<file path="config.mk">
export PLATFORM = sky130hd
export DESIGN_NAME = cory_delay_sink
export DESIGN_NICKNAME = d
export VERILOG_FILES = /design/src/rtl/cory_delay_sink.sv
export SDC_FILE = /design/constraint.sdc
export NUM_CORES = 1
export LEC_CHECK = 0
export CAP_MARGIN = 20
export CORE_MARGIN = 5
export CORE_UTILIZATION = 25
export DETAILED_ROUTE_END_ITERATION = 12
export PLACE_DENSITY = 0.37
export SYNTH_ARGS = -nofsm -noshare
export SYNTH_HDL_FRONTEND = slang
export SYNTH_SLANG_ARGS = --single-unit
</file>
<file path="constraint.sdc">
create_clock -name clk -period 4.92 [get_ports clk]
set_clock_uncertainty 0.2 [all_clocks]
set_input_delay 0.984 -clock clk [delete_from_list [all_inputs] [get_ports clk]]
set_output_delay 0.984 -clock clk [all_outputs]
set_load 0.02 [all_outputs]
</file>
<file path="src/rtl/cory_delay_sink.sv">
// rtl/cory_delay_sink.sv - credit-gated return buffer for a fixed-latency pipe.
// Optional launch/return checker enabled by CORY_DELAY_SINK_CHECK_EN.
module cory_delay_sink #(
  parameter int N     = 8,
  parameter int D     = 4,
  parameter int DEPTH = 8
) (
  input  logic                         clk,
  input  logic                         reset_n,
  output logic                         o_launch_ok,
  input  logic                         i_launch,
  input  logic                         i_a_valid,
  input  logic [N-1:0]                 i_a,
  output logic                         o_z_valid,
  output logic [N-1:0]                 o_z,
  input  logic                         i_z_ready,
  output logic [$clog2(DEPTH+1)-1:0]   o_cnt,
  output logic                         o_err
);

  localparam int CW = $clog2(DEPTH+1);
  localparam int PW = (DEPTH > 1) ? $clog2(DEPTH) : 1;

  logic [N-1:0]  mem [DEPTH];
  logic [PW-1:0] wr_ptr;
  logic [PW-1:0] rd_ptr;
  logic [CW-1:0] cnt;
  logic [CW-1:0] in_flight;
  logic [CW:0]   used;
  logic          accept;
  logic          pop;
  logic          full;
  logic          push;
  logic          dec;

  function automatic logic [PW-1:0] next_ptr(input logic [PW-1:0] p);
    return (p == PW'(DEPTH-1)) ? '0 : p + 1'b1;
  endfunction

  // Credits cover both entries still in the pipe and entries already stored.
  assign used        = {1'b0, in_flight} + {1'b0, cnt};
  assign o_launch_ok = (used < (CW+1)'(DEPTH));
  assign accept      = i_launch && o_launch_ok;
  assign full        = (cnt == CW'(DEPTH));
  assign pop         = o_z_valid && i_z_ready;
  assign push        = i_a_valid && (!full || pop);
  // Unmatched returns never drive the in-flight count below zero.
  assign dec         = i_a_valid && (in_flight != '0);

  assign o_z_valid = (cnt != '0);
  assign o_z       = mem[rd_ptr];
  assign o_cnt     = cnt;

  always_ff @(posedge clk) begin
    if (reset_n && push) begin
      mem[wr_ptr] <= i_a;
    end
  end

  always_ff @(posedge clk) begin
    if (!reset_n) begin
      wr_ptr    <= '0;
      rd_ptr    <= '0;
      cnt       <= '0;
      in_flight <= '0;
    end else begin
      if (push) wr_ptr <= next_ptr(wr_ptr);
      if (pop)  rd_ptr <= next_ptr(rd_ptr);
      case ({push, pop})
        2'b10:   cnt <= cnt + 1'b1;
        2'b01:   cnt <= cnt - 1'b1;
        default: cnt <= cnt;
      endcase
      case ({accept, dec})
        2'b10:   in_flight <= in_flight + 1'b1;
        2'b01:   in_flight <= in_flight - 1'b1;
        default: in_flight <= in_flight;
      endcase
    end
  end

`ifdef CORY_DELAY_SINK_CHECK_EN
  logic [D-1:0] chk_sr;
  logic         err_q;
  logic         overflow;

  assign overflow = i_a_valid && full && !pop;
  assign o_err    = err_q;

  // Bit D-1 holds the accept decision made exactly D cycles ago.
  always_ff @(posedge clk) begin
    if (!reset_n) begin
      chk_sr <= '0;
      err_q  <= 1'b0;
    end else begin
      chk_sr <= D'({chk_sr, accept});
      if ((i_a_valid != chk_sr[D-1]) || overflow) begin
        err_q <= 1'b1;
      end
    end
  end
`else
  assign o_err = 1'b0;
`endif

endmodule
</file>
Yosys cells after proc, flatten, opt, wreduce, memory -nomap -nowiden
Memory sizes are Yosys's and may differ from the RTL's. A register that Yosys moved wholly into a read port is not among the register bits.
Cells that the tools add are included.
Word-level totals
  memory bits (writable): 64
  input bits: 13
  memories: 1
  register bits after elaboration: 14
  word-level logic and storage cells: 39
  output and inout port bits: 15
Operators by class
  mux-type cells: 8
  add/sub/neg operators: 7
  $lt $le $gt $ge: 1
  reductions and logical operators: 11
  equality and inequality tests: 7
Memories
  mem: depth 8, bits a word 8, rd ports 1, clocked after Yosys merged registers in 1, write ports 1, line 24  | logic [N-1:0] mem [DEPTH];
Operators by type and width (count)
  case mux 4 bit (2 select lines): 2
  two-way mux 3 bit: 4
  adder 4 x 1 -> 4 bit (second input constant): 2
  nonzero test 4 bit: 2
  subtractor 4 x 1 -> 4 bit (second input constant): 2
  adder 3 x 1 -> 3 bit (second input constant): 2
  == test 3 bit (second input constant): 2
  adder 4 x 4 -> 5 bit: 1
  logical AND 1 bit: 5
  < comparator 5 x 4 -> 1 bit (second input constant): 1
  == test 2 x 1 -> 1 bit (second input constant): 2
  == test 2 bit (second input constant): 2
  == test 4 bit (second input constant): 1
  nonzero test 2 bit: 2
  two-way mux 1 bit: 2
  logical NOT 1 bit: 1
  logical OR 1 bit: 1

Longest topological paths before layout
Gate-level depths: netlist of run 1.
  depth in word-level cells: 7
  depth in mapped cells: 11

Worst setup path before layout of run 1
OpenSTA, ideal clock, no wires.
  path kind: reg-to-reg
  start point: register cnt[1] (netlist: o_cnt[1])
  end point: register in_flight[3]
  cell stages (with the launch flop): 11
  data arrival time: 3895 ps
  library setup time: 70 ps
  path slack: 755 ps
  required time: 4650 ps
  path buffers: 0
  path through: dfxtp_1 ha_1 a31o_2 a2111oi_0 nand2_1 ha_1 ha_1 a21oi_1 a21oi_1 or4_1 a21oi_1
Between the ends
  word-level cells in the longest chain between the ends: 5
  elaborated cells on any way between the ends: 7
  those cells by class: 1 x add/sub; 1 x order compare; 2 x eq/ne; 1 x mux; 2 x reduce/logical
Ends and longest elaborated chain
  from (decl): line 27  | logic [CW-1:0] cnt;
  from (signal assigned): line 70  | 2'b10: cnt <= cnt + 1'b1;
  from (signal assigned): line 71  | 2'b01: cnt <= cnt - 1'b1;
  from (signal assigned): line 72  | default: cnt <= cnt;
  adder 4 x 4 -> 5 bit (*): line 41  | assign used = {1'b0, in_flight} + {1'b0, cnt};
  < comparator 5 x 4 -> 1 bit (*): line 42  | assign o_launch_ok = (used < (CW+1)'(DEPTH));
  via o_launch_ok: line 10  | output logic o_launch_ok,
  logical AND 1 bit (*): line 43  | assign accept = i_launch && o_launch_ok;
  == test 2 x 1 -> 1 bit or == test 2 bit (tied branches): line 74  | case ({accept, dec})
  case mux 4 bit (2 select lines) or nonzero test 2 bit (tied branches)
  to (signal assigned): line 75  | 2'b10: in_flight <= in_flight + 1'b1;
  to (signal assigned): line 76  | 2'b01: in_flight <= in_flight - 1'b1;
  to (signal assigned): line 77  | default: in_flight <= in_flight;
  to (decl): line 28  | logic [CW-1:0] in_flight;
Mark *: on every way through the listed nets, which the timed path passes. The rest lies on a longest branch.
A chain may end at the register's enable or synchronous reset.

Worst setup path after layout of run 1
  start point: register cnt[1] (netlist: o_cnt[1])
  end point: output port o_launch_ok
Between the ends
  word-level cells in the longest chain between the ends: 2
Ends and longest elaborated chain (line)
  adder 4 x 4 -> 5 bit: 41
  < comparator 5 x 4 -> 1 bit: 42
  to (decl): 10
No other way between the ends.

==> impl_results.md, run 1 <==
- Post-DP HPWL: 4.58 mm
- RSZ-0062 raised after global routing: false
- TritonCTS clock tree: yes
- I/O pin cnt: 28
- Synth unique cells: 44
- GR peak layer: met2
- Setup ws final: 0.970 ns
- Peak Freq: 0.253 GHz
- Crit-path max FO: 10
- Core Area: 13800 µm²
- HP Class: flip-flop to flip-flop
- Clock transition at the registers of the reported paths: 0.06 ns
- GRT met1 Usage: 0.130
- Clk pwr share: 0.318
- Final number of hold-violating endpoints: 0
- Pwr Total: 2230 µW
- Sequential area share after synthesis: 0.645
- Die W: 128 µm
- Sw power: 664 µW
- P_int: 1560 µW
- Number of max-cap violations: 0
- Leak: 0.00143 µW
- Pwr Density: 514 nW/µm²
- Clk sinks: 81
- Root buffer cell: clkbuf_16
- CP endpoint kind: primary output
- Met2 Use GR: 0.142
- Vias per inst: 4.33
- Tcrit/Tclk final: 0.803
- GRT overflow: 0
- GP Congestion: 0.710
- Syn nets: 244
- Final setup fails: 0
- GRT Total Usage: 0.0956
- Status: finished, final reports clean
- Largest net degree at the start of global routing: 17
- Synthesis-stage register bit count: 81
- Mean Syn Cell Area: 16.2 µm²
- First-pass DRT Iterations: 4
- Post-synth EDFFs: 64
- Fillers: 1350
- Die H: 128 µm
- First-pass GRT wire length: 11.5 mm
- Port bufs: 26
- # Post-CTS Setup Buffers: 0
- Via count: 1894
- H-tree levels: 3
- DR WL/cell: 16.3 µm
- Max Slew Vio Count: 0
- WP data arrival: 2.77 ns
- CTS Hold Bufs: 0
- Path type of the worst setup path: flip-flop to primary output
- Synthesized instance count: 217
- Register share of total power: 0.391
- Peak supply drop: 206 µV
- CTS buffer count: 9
- Vias in the first global route: 2011
- Area growth syn-to-layout: 23.5%
- Drt total wl: 7.13 mm
- Site Rows: 43
- CTS Buffer Depth: 2
- Total die area: 16500 µm²
- # resized after CTS: 0
- CP Launch Type: flip-flop
- Rel. slew slack: 0.437
- Main synth FF type: edfxtp_1
- Ys Warns: 0
- Drt initial violations: 173
- Worst skew pair latency: 0.33 ns
- Post-DRT Antenna Nets: 0
- Initial antenna violation count: 0
- Switching portion of total power: 0.298
- Crit path time final: 3.95 ns
- FFs w/ async S/R, synth: 0
- M3 GR Usage: 0.0208
- Initial core utilization: 0.254
- Comb power frac: 0.291
- Pre-CTS setup slack: 1.30 ns
- DRC errors left: 0
- Worst-margin pin slew: 0.843 ns
- Critical Path RT: 3.74 ns
- Final nets: 279
- Total negative slack: 0 ns
- Share of layout cells above drive strength 1: 0.222
- Synth Cell Area: 3510 µm²
- # diodes: 0
## cell usage after synthesis (2+ instances only)
cell,instances,area (µm²)
buf_6,2,22.5
buf_2,3,15.0
edfxtp_1,64,1920
or3_1,3,18.8
nor4_1,3,18.8
dfxtp_1,17,340
buf_4,2,15.0
inv_1,8,30.0
nor2_1,13,48.8
fa_1,2,40.0
clkbuf_1,2,7.51
a21oi_1,12,60.1
xnor2_1,3,26.3
ha_1,12,150
nor3_1,5,25.0
nand3_1,5,25.0
mux2i_1,2,20.0
mux4_2,16,360
nand4b_1,2,17.5
xor2_1,2,17.5
mux2_2,8,90.1
nand2_1,9,33.8
## final timing paths
check,from,end,slack (ns),cells past startpoint
worst max-delay path,o_cnt[1],o_launch_ok,0.97,4
worst min-delay path,rd_ptr[1],rd_ptr[1],0.29,2
worst max register to register,o_cnt[1],in_flight[3],1.35,10
worst min register to register,rd_ptr[1],rd_ptr[1],0.29,2
## per-stage QoR
step / util / hold WS [ns] / cell area [µm²] / cells
final: 0.313 / 0.288 / 4330 / 437
after detailed placement: 0.290 / 0.286 / 4010 / 421
after floorplan: - / 0.250 / 3510 / 217
after CTS: 0.313 / 0.294 / 4330 / 437
after global placement: 0.290 / 0.281 / 4010 / 421
after global routing: 0.313 / 0.341 / 4330 / 437
## sequential cells by signal, summed over array words and instances, names as in the netlist, named ones only
name,count
in_flight,4
mem,64
o_cnt,4
rd_ptr,3
wr_ptr,3
## layer usage
metal | vias to the layer above | wire (µm)
li1 | 912 | -
met1 | 930 | 3530
met2 | 40 | 3140
met3 | 12 | 280
met4 | 0 | 184
met5 | - | 0
## logic make-up (layout without fill, tap and decap cells)
kind of cell | count (synthesis) | after routing | synth area share
DFF | 81 | 81 | 0.645
buffers and inverters | 18 | 58 | 0.0267
adders and majority gates | 14 | 14 | 0.0542
xor gates and xnor gates | 5 | 5 | 0.0125
and+or+nand+nor | 47 | 47 | 0.0699
AOI/OAI and AO/OA | 25 | 25 | 0.0567
other | 1 | 1 | 0.00107
muxes | 26 | 26 | 0.134
## power groups by stage
stage          registers, µW  clock network [µW]  logic [µW]
6_report                 871                 708         648
5_1_grt                  884                 764         722
4_1_cts                  874                 729         663
3_5_place_dp             888                   0         660
3_3_place_gp             891                   0         661
2_1_floorplan            863                   0         482
## layout make-up
type / instances / area, µm² / area share
Clock inverter: 7 / 95.1 / 0.0220
Timing Repair Buffer: 34 / 320 / 0.0739
Clock buffer: 9 / 225 / 0.0520
Inverter: 8 / 30.0 / 0.00693
Tap cell: 180 / 225 / 0.0520
Multi-Input combinational cell: 118 / 1170 / 0.271
Sequential cell: 81 / 2260 / 0.522
## worst max-delay path, cell delays in order, from the launching register on
cell and delay (ns):
dfxtp_1 0.58, ha_1 0.31, a31o_2 0.24, a2111oi_0 0.58, clkdlybuf4s50_1 0.72
## placed cells by master, fill, tap and decap left out, drive strengths merged, types with 3 or more instances in the layout
cell	n
edfxtp	64
clkdlybuf4s50	26
dfxtp	17
mux4	16
nor2	13
a21oi	12
ha	12
nand2	9
clkbuf	9
inv	8
mux2	8
buf	8
nand3	5
nor3	5
or3	4
xnor2	3
clkinvlp	3
nor4	3
Power figures use the tool's default switching activity.
==> inputs of run 2 (changes only) <==
==> constraint.sdc (replaced) <==
create_clock -name clk -period 3.9 [get_ports clk]
set_clock_uncertainty 0.2 [all_clocks]
set_input_delay 0.78 -clock clk [delete_from_list [all_inputs] [get_ports clk]]
set_output_delay 0.78 -clock clk [all_outputs]
set_load 0.02 [all_outputs]
==> impl_results.md, run 2 (synthesized netlist as in run 1, its figures left out) <==
- GRT Total Usage: 0.0934 (-0.00225)
- # diodes: 0 (unchanged)
- Clk pwr share: 0.276 (-0.042)
- CP peak stage delay: 0.70 ns (-0.02 ns)
- Share of layout cells above drive strength 1: 0.228 (+0.00635)
- Initial antenna violation count: 0 (unchanged)
- Startpoint of the worst hold path: rd_ptr[1]
- Post-DP HPWL: 4.68 mm (+2.2%)
- Site Rows: 43 (unchanged)
- Reg2Reg Depth: 10 (unchanged)
- First-pass GRT wire length: 11.1 mm (-3.1%)
- Top reg by flops: mem
- Max Slew Vio Count: 0 (unchanged)
- Core Area: 13800 µm² (unchanged)
- # Post-CTS Setup Buffers: 0 (unchanged)
- Worst-margin pin slew: 0.795 ns (-0.0479 ns)
- RSZ-0062 raised after global routing: false
- Layout Cells excl Fill: 443 (+1.4%)
- Util after Layout: 0.311 (-0.00199)
- Number of max-cap violations: 0 (unchanged)
- Placed cell areas: 4050 µm² (+0.94%)
- Leak: 0.00144 µW (+0.98%)
- CTS buffer count: 9 (unchanged)
- # resized after CTS: 0 (unchanged)
- Leading cell type in the layout, fill and taps excluded: edfxtp_1
- FF-to-FF setup slack: 0.64 ns (-0.71 ns)
- Crit-path max FO: 5 (-5)
- Number of flip-flops under the largest register name: 64 (unchanged)
- Sw power: 820 µW (+24%)
- Most frequent cells in the layout: edfxtp_1 (64), clkdlybuf4s50_1 (26), dfxtp_1 (17), mux4_2 (16), buf_4 (14)
- Drt total wl: 7.17 mm (+0.59%)
- CP delay by family, top: compound AO/OA/AOI/OAI gates
- Path type of the worst setup path: flip-flop to primary output
- FF-to-FF Start: in_flight[1]
- Worst r2r dst: in_flight[3]
- Worst skew pair latency: 0.33 ns (about the same)
- Vias per inst: 4.35 (+0.31%)
- CTS Buffer Depth: 2 (unchanged)
- Crit path time final: 3.42 ns
- Inst Count DP: 427 (+1.4%)
- Clock transition at the registers of the reported paths: 0.06 ns (about the same)
- GRT overflow: 0 (unchanged)
- Total negative slack: 0 ns (unchanged)
- Root buffer cell: clkbuf_16
- Hold EP: rd_ptr[1]
- Pwr Density: 622 nW/µm² (+21%)
- Hold depth: 2 (unchanged)
- Largest net degree at the start of global routing: 17 (unchanged)
- DRC errors left: 0 (unchanged)
- Die H: 128 µm (unchanged)
- Rel. slew slack: 0.468 (+0.0307)
- CP endpoint kind: primary output
- Crit path cell chain: ha_1 > a31o_2 > a2111oi_1 > clkdlybuf4s50_1
- First-pass DRT Iterations: 4 (unchanged)
- I/O pin cnt: 28 (unchanged)
- Via count: 1926 (+1.7%)
- P_int: 1860 µW (+19%)
- Final instance area: 4300 µm² (-0.64%)
- WP data arrival: 2.44 ns (-0.33 ns)
- Peak supply drop: 274 µV (+33%)
- Final nets: 285 (+2.2%)
- Clk sinks: 81 (unchanged)
- Bufs and invs on worst path: 1 (unchanged)
- Vias in the first global route: 1988 (-1.1%)
- Comb power frac: 0.328 (+0.037)
- Final number of hold-violating endpoints: 0 (unchanged)
- Register share of total power: 0.397 (+0.006)
- CP Launch Type: flip-flop
- Post-DRT Antenna Nets: 0 (unchanged)
- HP Class: flip-flop to flip-flop
- Final setup fails: 0 (unchanged)
- Fillers: 1351 (+0.074%)
- Initial core utilization: 0.254 (unchanged)
- Total die area: 16500 µm² (unchanged)
- Area growth syn-to-layout: 22.7%
- TritonCTS clock tree: yes
- DR WL/cell: 16.2 µm (-0.77%)
- Switching portion of total power: 0.307 (+0.00860)
- Die W: 128 µm (unchanged)
- Critical-path top delay cell: clkdlybuf4s50_1
- Status: finished, final reports clean
- Drt initial violations: 100 (-42%)
- Port bufs: 26 (unchanged)
- Tcrit/Tclk final: 0.878
- Setup ws final: 0.477 ns (-0.492 ns)
- CTS Hold Bufs: 0 (unchanged)
- Peak Freq: 0.292 GHz
- Pre-CTS setup slack: 0.675 ns (-0.625 ns)
- H-tree levels: 3 (unchanged)
- GP Congestion: 0.680 (-4.3%)
- Critical Path RT: 2.92 ns (-0.82 ns)
## run 2: worst reg2reg max path: cells and delay by family (launching register included)
family	cells	cell delay (ns)
flip-flops	1	0.42
AO/OA/AOI/OAI	5	1.19
adder cells (fa/ha/maj)	3	0.82
AND/OR/NAND/NOR	2	0.57
## run 2: metal layers
layer / global-route usage / routed length (µm) / up-vias
met5: 0 / 0 / -
met4: 0.0524 / 177 / 0
met3: 0.0245 / 220 / 12
met2: 0.146 / 3370 / 30
met1: 0.118 / 3410 / 953
li1: - / - / 931
## run 2: worst max path at each step
stage,startpoint,end,slack (ns),cells past startpoint
after floorplan,o_cnt[1],in_flight[3],0.03,10
after global placement,in_flight[1],in_flight[3],0.68,10
after detailed placement,in_flight[1],in_flight[3],0.68,10
after CTS,in_flight[1],o_launch_ok,0.43,4
after global routing,in_flight[1],o_launch_ok,0.34,4
final,in_flight[1],o_launch_ok,0.48,4
## run 2: layout make-up
cell class                 count  area, µm²  share of cell area
multi-input combinational    118       1170               0.271
sequential                    81       2260               0.526
clock inverter                 5       22.5             0.00523
timing repair buffer          40        365              0.0849
tap                          180        225              0.0523
inverter                       8       30.0             0.00698
clock buffer                  11        233              0.0541
## run 2: per-stage QoR
stage,power (µW),hold WS [ns]
2_1_floorplan,1700,0.250
3_5_place_dp,1970,0.275
6_report,2680,0.287
5_1_grt,2840,0.318
3_3_place_gp,1980,0.277
4_1_cts,2730,0.286
## run 2: power groups by stage
stage                     clock (µW)  combinational, µW  sequential (µW)
final                            737                876             1060
after global routing             805                966             1070
after CTS                        767                895             1060
after detailed placement           0                889             1080
after global placement             0                898             1080
after floorplan                    0                611             1090
==> inputs of run 3 (changes only) <==
==> constraint.sdc (replaced) <==
create_clock -name clk -period 3.9 [get_ports clk]
set_clock_uncertainty 0.2 [all_clocks]
set_input_delay 0.78 -clock clk [delete_from_list [all_inputs] [get_ports clk]]
set_output_delay 0.78 -clock clk [all_outputs]
set_load 0.01 [all_outputs]
==> impl_results.md, run 3 (synthesized netlist as in run 1, its figures left out) <==
- Final setup fails: 0 (unchanged)
- Path type of the worst setup path: flip-flop to primary output
- Site Rows: 43 (unchanged)
- Leading cell type in the layout, fill and taps excluded: edfxtp_1
- Top reg by flops: mem
- Critical Path RT: 2.92 ns (about the same)
- Share of layout cells above drive strength 1: 0.246 (+0.0181)
- Status: finished, final reports clean
- Crit path time final: 3.45 ns (+0.0241 ns)
- Most frequent cells in the layout: edfxtp_1 (64), clkdlybuf4s50_1 (26), dfxtp_1 (17), mux4_2 (16), buf_4 (15)
- Max Slew Vio Count: 0 (unchanged)
- Core Area: 13800 µm² (unchanged)
- M3 GR Usage: 0.0353 (+0.0108)
- Tcrit/Tclk final: 0.884 (+0.00617)
- Peak Freq: 0.290 GHz (-0.70%)
- First-pass DRT Iterations: 4 (unchanged)
- CP endpoint kind: primary output
- Crit-path max FO: 5 (unchanged)
- Post-DRT Antenna Nets: 0 (unchanged)
- Rel. slew slack: 0.432 (-0.0359)
- Area growth syn-to-layout: 24.2%
- Via count: 1930 (+0.21%)
- Vias per inst: 4.35 (about the same)
- RSZ-0062 raised after global routing: false
- Peak supply drop: 206 µV (-25%)
- Post-DP HPWL: 4.71 mm (+0.74%)
- CTS Hold Bufs: 0 (unchanged)
- GRT met1 Usage: 0.120 (+0.00179)
- I/O pin cnt: 28 (unchanged)
- Number of flip-flops under the largest register name: 64 (unchanged)
- GRT Total Usage: 0.0996 (+0.00627)
- Worst-margin pin slew: 0.849 ns (+0.0537 ns)
- Final number of hold-violating endpoints: 0 (unchanged)
- Crit path cell chain: ha_1 > a31o_2 > a2111oi_0 > clkdlybuf4s50_1
- Clk sinks: 81 (unchanged)
- First-pass GRT wire length: 11.9 mm (+6.8%)
- Drt initial violations: 137 (+37%)
- Total die area: 16500 µm² (unchanged)
- CP Launch Type: flip-flop
- Number of max-cap violations: 0 (unchanged)
- Fillers: 1383 (+2.4%)
- Largest net degree at the start of global routing: 17 (unchanged)
- CP peak stage delay: 0.66 ns (-0.04 ns)
- Clock transition at the registers of the reported paths: 0.06 ns (about the same)
- # diodes: 0 (unchanged)
- Worst skew pair latency: 0.34 ns (about the same)
- Util after Layout: 0.315 (+0.00389)
- # resized after CTS: 0 (unchanged)
- Die W: 128 µm (unchanged)
- Port bufs: 26 (unchanged)
- Pwr Density: 631 nW/µm² (+1.5%)
- H-tree levels: 3 (unchanged)
- DRC errors left: 0 (unchanged)
- Initial antenna violation count: 0 (unchanged)
- Drt total wl: 7.33 mm (+2.1%)
- Vias in the first global route: 2074 (+4.3%)
- Initial core utilization: 0.254 (unchanged)
- CTS Buffer Depth: 2 (unchanged)
- # Post-CTS Setup Buffers: 0 (unchanged)
- Sequential Area: 2260 µm² (unchanged)
- Leak: 0.00147 µW (+2.0%)
- GRT overflow: 0 (unchanged)
- HP Class: flip-flop to flip-flop
- TritonCTS clock tree: yes
- GP Congestion: 0.704 (+3.6%)
- DR WL/cell: 16.5 µm (+1.9%)
- GR peak layer: met2
- Multi-input combinational cell area: 1160 µm² (-0.11%)
- Final nets: 286 (+0.35%)
- WP data arrival: 2.47 ns (+0.03 ns)
- Root buffer cell: clkbuf_16
- Met2 Use GR: 0.162 (+0.0165)
- Critical-path top delay cell: clkdlybuf4s50_1
- Die H: 128 µm (unchanged)
- CTS buffer count: 9 (unchanged)
- Total negative slack: 0 ns (unchanged)
## run 3: final timing paths
kind | cells after the start | slack (ns) | endpoint | from
min reg2reg | 2 | 0.29 | flip-flop | rd_ptr[1]
min | 2 | 0.29 | flip-flop | rd_ptr[1]
max reg2reg | 10 | 0.58 | in_flight[3] | in_flight[1]
max | 4 | 0.45 | o_launch_ok | in_flight[1]
## run 3: cell type report
cell class / count / share of cell area
inverters: 8 / 0.00689
clock inverters: 7 / 0.0178
flip-flops and latches: 81 / 0.519
multi-input cells: 118 / 0.267
repair buffers: 41 / 0.0856
well taps: 180 / 0.0517
clock buffers: 9 / 0.0517
## run 3: where the power goes
| group | internal [µW] | total, µW | leakage (µW) | switching, µW |
|---|---|---|---|---|
| logic | 442 | 848 | 0.000603 | 405 |
| clock network | 503 | 857 | 0.000152 | 354 |
| registers | 994 | 1050 | 0.000717 | 51.7 |
## run 3: critical path, delay by kind of cell (launching register included)
family | cells | cell delay [ns]
AO/OA/AOI/OAI | 2 | 0.81
adder cells (fa/ha/maj) | 1 | 0.26
buffers and inverters | 1 | 0.66
flip-flops | 1 | 0.40
## run 3: per-layer routing
layer  vias to the layer above  wire [µm]
li1                        925          -
met1                       961       3430
met2                        32       3450
met3                        12        300
met4                         0        144
met5                         -          0
## run 3: through the flow
stage / total power (µW) / setup slack, ns / area, µm² / hold WS, ns / cells
after floorplan: 1640 / 0.291 / 3510 / 0.250 / 217
after global placement: 1930 / 0.599 / 4060 / 0.273 / 428
after detailed placement: 1930 / 0.590 / 4060 / 0.284 / 428
after CTS: 2810 / 0.412 / 4360 / 0.292 / 444
after global routing: 2930 / 0.265 / 4360 / 0.329 / 444
final: 2750 / 0.453 / 4360 / 0.286 / 444
